===== src/rtl/sine_tone_sequencer.sv =====
// Tone sequencer feeding Scale/Enable of the sinewave generator.
// Plays a table of {scale, duration} entries with optional gap and loop.
module sine_tone_sequencer #(
  parameter int DEPTH     = 16,
  parameter int TICK_DIV  = 1024,
  parameter int GAP_TICKS = 1,
  localparam int IW = $clog2(DEPTH),
  localparam int PW = $clog2(TICK_DIV)
) (
  input  logic          sysclk,
  input  logic          reset,
  input  logic          wr_en,
  input  logic [IW-1:0] wr_addr,
  input  logic [5:0]    wr_scale,
  input  logic [7:0]    wr_dur,
  input  logic          start,
  input  logic          stop,
  input  logic          loop_en,
  input  logic [IW-1:0] last_idx,
  output logic [5:0]    Scale_Out,
  output logic          Enable_Out,
  output logic          busy,
  output logic          done,
  output logic [IW-1:0] cur_idx
);

  localparam logic [1:0] IDLE = 2'd0;
  localparam logic [1:0] LOAD = 2'd1;
  localparam logic [1:0] PLAY = 2'd2;
  localparam logic [1:0] GAP  = 2'd3;

  logic [1:0]    state;
  logic [PW-1:0] prescaler;
  logic [7:0]    dur_left;
  logic [15:0]   gap_left;
  logic [5:0]    tbl_scale [DEPTH];
  logic [7:0]    tbl_dur   [DEPTH];
  logic [5:0]    ld_scale;
  logic [7:0]    ld_dur;
  logic          tick;
  logic          adv;

  assign busy     = (state != IDLE);
  assign ld_scale = tbl_scale[cur_idx];
  assign ld_dur   = tbl_dur[cur_idx];
  assign tick     = (prescaler == PW'(TICK_DIV - 1));

  // Tone table: written any time, read only in LOAD.
  always_ff @(posedge sysclk or posedge reset) begin
    if (reset) begin
      for (int i = 0; i < DEPTH; i++) begin
        tbl_scale[i] <= '0;
        tbl_dur[i]   <= '0;
      end
    end else if (wr_en) begin
      tbl_scale[wr_addr] <= wr_scale;
      tbl_dur[wr_addr]   <= wr_dur;
    end
  end

  // End of an entry: skipped, played with no gap, or gap finished.
  always_comb begin
    adv = 1'b0;
    unique case (state)
      LOAD:    adv = (ld_dur == 8'd0);
      PLAY:    adv = tick && (dur_left == 8'd1)
                     && (GAP_TICKS == 0);
      GAP:     adv = tick && (gap_left == 16'd1);
      default: adv = 1'b0;
    endcase
  end

  // Playback FSM with registered generator outputs.
  always_ff @(posedge sysclk or posedge reset) begin
    if (reset) begin
      state      <= IDLE;
      cur_idx    <= '0;
      prescaler  <= '0;
      dur_left   <= '0;
      gap_left   <= '0;
      Scale_Out  <= 6'd1;
      Enable_Out <= 1'b0;
      done       <= 1'b0;
    end else begin
      done <= 1'b0;
      if (stop && (state != IDLE)) begin
        state      <= IDLE;
        Enable_Out <= 1'b0;
      end else begin
        unique case (state)
          IDLE: begin
            if (start && !stop) begin
              state   <= LOAD;
              cur_idx <= '0;
            end
          end
          LOAD: begin
            dur_left  <= ld_dur;
            prescaler <= '0;
            if (ld_dur != 8'd0) begin
              state      <= PLAY;
              Enable_Out <= (ld_scale != 6'd0);
              if (ld_scale != 6'd0)
                Scale_Out <= ld_scale;
            end
          end
          PLAY: begin
            if (tick) begin
              prescaler <= '0;
              dur_left  <= dur_left - 8'd1;
              if ((dur_left == 8'd1) && (GAP_TICKS > 0)) begin
                state      <= GAP;
                gap_left   <= 16'(GAP_TICKS);
                Enable_Out <= 1'b0;
              end
            end else begin
              prescaler <= prescaler + PW'(1);
            end
          end
          GAP: begin
            if (tick) begin
              prescaler <= '0;
              gap_left  <= gap_left - 16'd1;
            end else begin
              prescaler <= prescaler + PW'(1);
            end
          end
          default: state <= IDLE;
        endcase
        if (adv) begin
          Enable_Out <= 1'b0;
          if (cur_idx != last_idx) begin
            cur_idx <= cur_idx + IW'(1);
            state   <= LOAD;
          end else if (loop_en) begin
            cur_idx <= '0;
            state   <= LOAD;
          end else begin
            state <= IDLE;
            done  <= 1'b1;
          end
        end
      end
    end
  end

endmodule


===== config.mk =====
export PLATFORM = sky130hd
export DESIGN_NAME = sine_tone_sequencer
export DESIGN_NICKNAME = d
export VERILOG_FILES = /design/src/rtl/sine_tone_sequencer.sv
export SDC_FILE = /design/constraint.sdc
export NUM_CORES = 1
export LEC_CHECK = 0
export CORE_MARGIN = 2
export CORE_UTILIZATION = 25
export DETAILED_ROUTE_END_ITERATION = 6
export GPL_ROUTABILITY_DRIVEN = 0
export PLACE_DENSITY_LB_ADDON = 0.05
export REMOVE_ABC_BUFFERS = 1
export SYNTH_ARGS = -nofsm -noshare
export SYNTH_HDL_FRONTEND = slang
export SYNTH_SLANG_ARGS = --single-unit

===== constraint.sdc =====
create_clock -name sysclk -period 12.4 [get_ports sysclk]
set_clock_uncertainty 0.1 [all_clocks]
set_input_delay 2.48 -clock sysclk [delete_from_list [all_inputs] [get_ports sysclk]]
set_output_delay 2.48 -clock sysclk [all_outputs]
set_load 0.05 [all_outputs]

After elaboration in Yosys (flattened, before gate mapping)

Cells that the tools add are included.

Output and inout port bits: 13
Word-level logic and storage cells: 131
Register bits after elaboration: 272
Input port bits: 28

Multiplexer cells: 45
$lt $le $gt $ge: 3
Eq/ne operators: 14
Reduce and logical (&&, ||, !) cells: 22
Add/subtract/negate cells: 4
Bitwise gates (word level): 3

Operator list:

| cell                                                  | number |
|---|---|
| bitwise mux 128 bit                                   | 1 |
| bitwise mux 96 bit                                    | 1 |
| two-way mux 16 bit                                    | 3 |
| binary-select mux 8 bit (select 4 bit)                | 1 |
| demux 8 bit (select 4 bit)                            | 1 |
| two-way mux 8 bit                                     | 4 |
| one-hot mux 16 bit (2 select lines)                   | 1 |
| binary-select mux 6 bit (select 4 bit)                | 1 |
| demux 6 bit (select 4 bit)                            | 1 |
| two-way mux 4 bit                                     | 5 |
| one-hot mux 10 bit (2 select lines)                   | 1 |
| two-way mux 6 bit                                     | 3 |
| equality test 16 x 1 -> 1 bit (second input constant) | 1 |
| != test 4 bit (second input constant)                 | 4 |
| one-hot mux 8 bit (2 select lines)                    | 1 |
| subtractor 16 x 1 -> 16 bit (second input constant)   | 1 |
| two-way mux 2 bit                                     | 6 |
| two-way mux 1 bit                                     | 11 |
| adder 10 x 1 -> 10 bit (second input constant)        | 1 |
| equality test 10 bit (second input constant)          | 1 |
| >= comparator 5 bit (second input constant)           | 2 |
| two-way mux 10 bit                                    | 1 |
| NOT 4 -> 5 bit                                        | 2 |
| AND reduction 5 bit                                   | 2 |
| other kinds (24)                                      | 35 |

Logic depth before layout (Yosys ltp)

Depth after elaboration: 9
Mapped depth: 11
Gate-level depth less buffers: 10

Worst setup path after synthesis

No wires, ideal clock.

Kind: input -> register
Start point: in wr_en
End point: reg tbl_dur[103] (netlist bit)
Data required time: 12.175 ns
Cell stages on the path: 6
Library setup time: 0.125 ns
Path slack: 8.248 ns
Path buffers: 2
Arrival time: 3.927 ns
Cells stage by stage: nor2b_1 -> nor2b_1 -> nor2b_1 -> clkbuf_1 -> clkbuf_1 -> mux2_2

RTL lines:

| item                           | RTL line | source |
|---|---|---|
| start: declaration             | 12       | `input logic wr_en,` |
| end signal: indexed assignment | 57       | `tbl_dur[wr_addr] <= wr_dur;` |
| end: declaration               | 37       | `logic [7:0] tbl_dur [DEPTH];` |

Worst setup path after layout

Start point: reg state[0]
End point: out busy

Cells in the longest elaborated chain, start to end: 1

RTL lines:

| item                     | RTL line | source |
|---|---|---|
| start: declaration       | 32       | `logic [1:0] state;` |
| start signal: assignment | 76       | `state <= IDLE;` |
| start signal: assignment | 87       | `state <= IDLE;` |
| start signal: assignment | 93       | `state <= LOAD;` |
| nonzero test 2 bit       | 43       | `assign busy = (state != IDLE);` |
| end: declaration         | 22       | `output logic busy,` |

No other way between the ends.

==> results.py <==
metrics = {
    "cts": {
        "clkSlewWorstSetupHoldPaths_ps": 60,
        "cts-root-buf": "clkbuf_16",
        "cts_resized": 0,
        "cts_buffers": 36,
        "holdBufCountCts": 0,
        "cts.sinks": 272,
        "cts_tree": "built",
        "clkLatencyLatePin_ps": 560,
        "cts_buffer_depth": 3,
        "htree_levels": 2,
        "post-cts-setup-buffers": 0,
    },
    "cells_and_area": {
        "drive_above_1_share_pct": 38.1,
        "final_common_cell": "dfrtp_1",
        "mostFrequentLayoutCells": "268 x dfrtp_1, 224 x mux2_2, 60 x mux4_2",
        "final_nets": 988,
        "area_growth_syn_to_layout_pct": 18.3,
        "final_area_um2": 15100,
    },
    "pwr": {
        "power_mw": 2.98,
        "vdd_drop_max_mv": 0.0919,
        "p_per_area_nw_per_um2": 197,
        "leakagePower_nw": 6.16,
    },
    "die": {
        "placementRows": 82,
        "die_area_um2": 53000,
        "fp.dieH_um": 230,
        "io_pins": 41,
        "fp.dieW_um": 230,
        "core_area_um2": 50400,
        "start_util_pct": 25.4,
    },
    "critical_path": {
        "critPathSlowestCell": "clkdlybuf4s50_1",
        "r2r-start": "cur_idx[0]$_DFFE_PP0N_",
        "crit_buf_inv": 3,
        "r2r_cells": 8,
        "crit_top_cell": "inv_1",
        "worstSetupPathType": "flop to output port",
        "cp_max_fo": 5,
        "crit_path_end_kind": "output port",
        "cp.required_ps": 9820,
        "startpoint": "state[0]$_DFFE_PP0P_",
        "cpPeakStageDelay_ps": 810,
        "cp_top_family": "buffers and inverters",
        "arrival_ps": 2240,
        "path_cells": "inv_1 -> ha_1 -> inv_1 -> clkdlybuf4s50_1",
        "reg2reg_slack_ps": 7910,
        "cp-start-kind": "flop",
        "reg2reg_to": "Scale_Out[3]$_DFFE_PP0P_",
    },
    "logic_synthesis": {
        "ys_seq_area_share_pct": 53.2,
        "synth-edff-count": 0,
        "ys_warn_count": 0,
        "ys.flop_type": "dfrtp_1",
        "ys_ff_latch": 272,
        "yosysTopAreaCellShare_pct": 53.0,
        "synthTopCellsByArea": "dfrtp_1 53%, mux2_2 20%, mux4_2 11%, clkbuf_1 1.3%, ha_1 1.1%",
        "synthArstFlopShare_pct": 100,
        "synth_area_leader_cell": "dfrtp_1",
        "avgSynthCellArea_um2": 14.0,
        "synthCells": 916,
        "syn_area_um2": 12800,
        "synth.distinct_cells": 58,
    },
    "flow_run": {
        "max_cap_viol_count": 0,
    },
    "routing": {
        "antenna_left": 0,
        "vias": 7690,
        "first_pass_iters": 4,
        "wl_per_cell_um": 22.0,
        "routed_wl_um": 36300,
        "via_per_inst": 4.67,
        "drcViolationCount": 0,
        "drt_first_iter_violations": 280,
    },
    "timing": {
        "fin_crit_ps": 4820,
        "hold_violations": 0,
        "min_period_over_period_pct": 38.9,
        "worst_slew_pin_slew_ps": 1090,
        "slew_headroom_pct": 27.4,
        "fmax_mhz": 207,
        "setup_viol": 0,
        "rsz0062_at_grt": "no",
        "tns_ps": 0,
        "slew_violations": 0,
    },
    "min_path": {
        "hold_class": "flop to flop",
        "hold_depth": 1,
        "min_to": "gap_left[7]$_DFFE_PP0P_",
        "min-delay-start": "gap_left[7]$_DFFE_PP0P_",
    },
    "grt": {
        "track_usage_pct": 14.2,
        "antenna_found_initial": 0,
        "grt_pass1_wl_um": 55800,
        "grt_pass1_vias": 8335,
        "grt_overflow": 0,
        "grt_max_degree": 153,
    },
    "place": {
        "hpwl_um": 21600,
        "port_buffers": 40,
        "dpl-instance-area_um2": 14000,
    },
    "status": {
        "status": "finished clean",
    },
}
through the flow:
step	std cells	worst slack (ps)	hold slack, ps	util, %
global route	1646	7450	408	30.0
floorplan	857	2330	346	-
CTS	1646	7540	398	30.0
finish	1647	7580	397	30.0
global placement	1583	7360	383	27.7
detailed placement	1583	7270	386	27.7
synth_stat cells, drive strengths merged, types with 2 or more instances:
| cell | count |
|---|---|
| inv | 13 |
| nand3b | 3 |
| nor4 | 5 |
| o41ai | 2 |
| xnor2 | 5 |
| clkbuf | 44 |
| and3 | 5 |
| ha | 11 |
| nor2 | 36 |
| nand4 | 5 |
| o2bb2ai | 3 |
| nor3 | 12 |
| a22o | 3 |
| or2 | 3 |
| and2 | 7 |
| o21ai | 22 |
| or4 | 2 |
| buf | 15 |
| or3 | 6 |
| mux2i | 6 |
| nand3 | 16 |
| o31ai | 8 |
| mux2 | 230 |
| nor2b | 13 |
| nand2b | 8 |
| a221oi | 3 |
| nand2 | 36 |
| a31oi | 2 |
| mux4 | 60 |
| o21a | 3 |
| o22ai | 3 |
| xor2 | 10 |
| a22oi | 12 |
| a21o | 2 |
| dfrtp | 271 |
| a21oi | 16 |
worst max-delay path by stage:
stage	endpoint	slack (ps)	depth (start not counted)
floorplan	Enable_Out$_DFFE_PP0P_	2330	1
global placement	cur_idx[2]$_DFFE_PP0N_	7360	9
detailed placement	cur_idx[2]$_DFFE_PP0N_	7270	9
CTS	busy	7540	4
global route	busy	7450	4
finish	busy	7580	4
registers in the layout, indices dropped and copies added (netlist names):
name        flops
Enable_Out      1
done            1
dur_left        8
gap_left       16
Scale_Out       6
cur_idx         4
prescaler      10
state           2
tbl_scale      96
tbl_dur       128
final cells by class:
| type | instances | area (um2) |
|---|---|---|
| Antenna cell | 1 | 2.50 |
| Clock buffer | 56 | 1050 |
| Clock inverter | 7 | 115 |
| Fill cell | 5062 | 35200 |
| Inverter | 13 | 56.3 |
| Multi-Input combinational cell | 572 | 5740 |
| Sequential cell | 272 | 6810 |
| Tap cell | 672 | 841 |
| Timing Repair Buffer | 54 | 518 |
worst register-to-register path: cells and delay by family (launching register included):
kind	cells	cell delay [ps]
AND/OR/NAND/NOR	2	540
buffers and inverters	2	1250
multiplexers	3	1510
AO/OA/AOI/OAI	1	390
flip-flops	1	580
layer usage:
metal | track usage, % | vias up | part of all wire (%)
met5 | 0 | - | 0
li1 | - | 3470 | -
met2 | 22.4 | 99 | 46
met4 | 4.52 | 0 | 2.3
met1 | 19.8 | 4066 | 48
met3 | 2.47 | 55 | 3.2
cells by family (layout without fill, tap and decap cells):
family                     count (synthesis)  count (layout)  synth area share (%)
buffers and inverters                     72             130                  2.32
xor gates and xnor gates                  15              15                  1.03
muxes                                    296             296                  31.3
and+or+nand+nor                          162             162                  6.49
adders and majority gates                 11              11                  1.08
AOI/OAI and AO/OA                         88              88                  4.62
DFF                                      272             272                  53.2
other                                      0               1                     0
where the power goes:
group / switching [mW] / internal, mW
clock: 0.413 / 0.624
sequential: 0.116 / 1.09
combinational: 0.363 / 0.373
(Power assumes the default switching activity.)
==> variant (config.mk and constraints unchanged) <==
Reset style: synchronous (`reset`), changed in 2 clocked blocks.
--- a/src/rtl/sine_tone_sequencer.sv
+++ b/src/rtl/sine_tone_sequencer.sv
@@ -46,7 +46,7 @@
   assign tick     = (prescaler == PW'(TICK_DIV - 1));
 
   // Tone table: written any time, read only in LOAD.
-  always_ff @(posedge sysclk or posedge reset) begin
+  always_ff @(posedge sysclk) begin
     if (reset) begin
       for (int i = 0; i < DEPTH; i++) begin
         tbl_scale[i] <= '0;
@@ -71,7 +71,7 @@
   end
 
   // Playback FSM with registered generator outputs.
-  always_ff @(posedge sysclk or posedge reset) begin
+  always_ff @(posedge sysclk) begin
     if (reset) begin
       state      <= IDLE;
       cur_idx    <= '0;
Check against the original RTL: differs if reset is asserted again (counterexample within 4 cycles, from zero or initial values and one cycle with reset high); with reset held inactive, the same outputs for 4 cycles.
==> variant against the unedited design <==
- sequential share of layout area up 5.8 points
- sequential cell count up 4
- non-clock buffer count up 12
- final cell count up 4.9%
- via count down 1.6%
- setup slack worse by 140 ps
- area after synthesis up 1.3%
- routed wire length up 5.4%
- utilization down 0.26 points
- cell area up 0.97%
- register-to-register slack better by 220 ps
- highest routed layer unchanged
Power is not compared: it rests on default switching activity, and its combinational part moved more than twofold at a synthesized area within 25%.
==> variant: results (changes against the unedited design) <==
track_usage: 0.147  # +0.00436
dpl.hpwl_mm: 24.2  # +13%
synth_edf_count: 224  # +224
critical_path.top_delay_family: "simple AND/OR/NAND/NOR gates"
grt_max_degree: 46  # -70%
route.met2.wl_mm: 18.4  # +9.7%
synth-async-reset-ratio: 0  # -1.00
antenna_found_initial: 1  # +1
critPathCapture: "tbl_scale[0][3]$_SDFFCE_PN0P_"
crit_fanout: 22  # +17
first_global_vias: 7851  # -5.8%
synth-seq-area-share: 0.599  # +0.0670
slowest_delay_ps: 580  # -230 ps
wl_met3_mm: 1.57  # +34%
preCtsSetupSlack_ps: 6830  # -443 ps
antenna_cells: 0  # -1
wl_per_cell_um: 22.1  # +0.49%
max_freq_ghz: 0.201  # -2.9%
crit_start: "reset"
crit_slowest_cell: "nor3_2"
synth_common_cells: "and2_1 (229), edfxtp_1 (224), nor2_1 (67), dfxtp_1 (52), clkbuf_1 (45)"
rrSetupSlack_ps: 8130  # +220 ps
arrival_ps: 5080  # +2840 ps
wl_met1_mm: 17.4  # -0.94%
status: "complete, no violations"
drive_gt1_frac: 0.130  # -0.251
tightest_slew_ps: 1060  # -32.7 ps
dr.pass1.iters: 6  # +2
grt_pass1_wl_mm: 56.4  # +1.2%
==> variant: final cells by class <==
type | count | area, µm²
fillers | 5197 | 36000
flip-flops and latches | 276 | 7770
multi-input cells | 629 | 4880
clock buffers | 52 | 1020
well taps | 680 | 851
repair buffers | 66 | 596
clock inverters | 11 | 113
inverters | 14 | 52.6
==> variant: cell families after synthesis <==
family / count (synthesis) / synth area share
AOI/OAI and AO/OA: 94 / 0.0453
xor gates and xnor gates: 23 / 0.0155
adders and majority gates: 12 / 0.0116
buffers and inverters: 75 / 0.0264
DFF: 276 / 0.599
muxes: 84 / 0.118
and+or+nand+nor: 416 / 0.184
==> variant: per-stage QoR <==
step,power [µW],instances,area [µm²]
after floorplan,1180,919,12700
after global placement,1260,1665,14100
after detailed placement,1260,1665,14100
after CTS,2300,1728,15300
after global routing,2350,1728,15300
final,2250,1728,15300
==> variant: metal layers <==
metal	vias to the layer above	GRT usage
li1	3658	-
met1	3718	0.193
met2	136	0.243
met3	54	0.0248
met4	0	0.0499
met5	-	0
==> variant: worst min path at each step <==
| stage | from | endpoint | slack [ps] | cells past startpoint |
|---|---|---|---|---|
| final | dur_left[5]$_SDFFE_PP0P_ | dur_left[5]$_SDFFE_PP0P_ | 380 | 2 |
| after global routing | gap_left[3]$_SDFFE_PP0P_ | gap_left[3]$_SDFFE_PP0P_ | 420 | 2 |
| after CTS | dur_left[5]$_SDFFE_PP0P_ | dur_left[5]$_SDFFE_PP0P_ | 380 | 2 |
| after detailed placement | dur_left[5]$_SDFFE_PP0P_ | dur_left[5]$_SDFFE_PP0P_ | 380 | 2 |
| after global placement | gap_left[3]$_SDFFE_PP0P_ | gap_left[3]$_SDFFE_PP0P_ | 370 | 2 |
| after floorplan | dur_left[5]$_SDFFE_PP0P_ | dur_left[5]$_SDFFE_PP0P_ | 350 | 2 |
==> variant: where the power goes <==
group          leakage (µW)  switching (µW)  internal (µW)
registers           0.00256            19.8           1050
logic               0.00199             106           58.2
clock network      0.000548             406            614
total               0.00509             532           1720
==> variant: worst reg2reg max path, delay by kind of cell (launching register included) <==
family	cells	cell delay (ps)
buf+inv	1	680
mux	2	1260
flops	1	790
compound gates	1	70
simple gates	4	1220
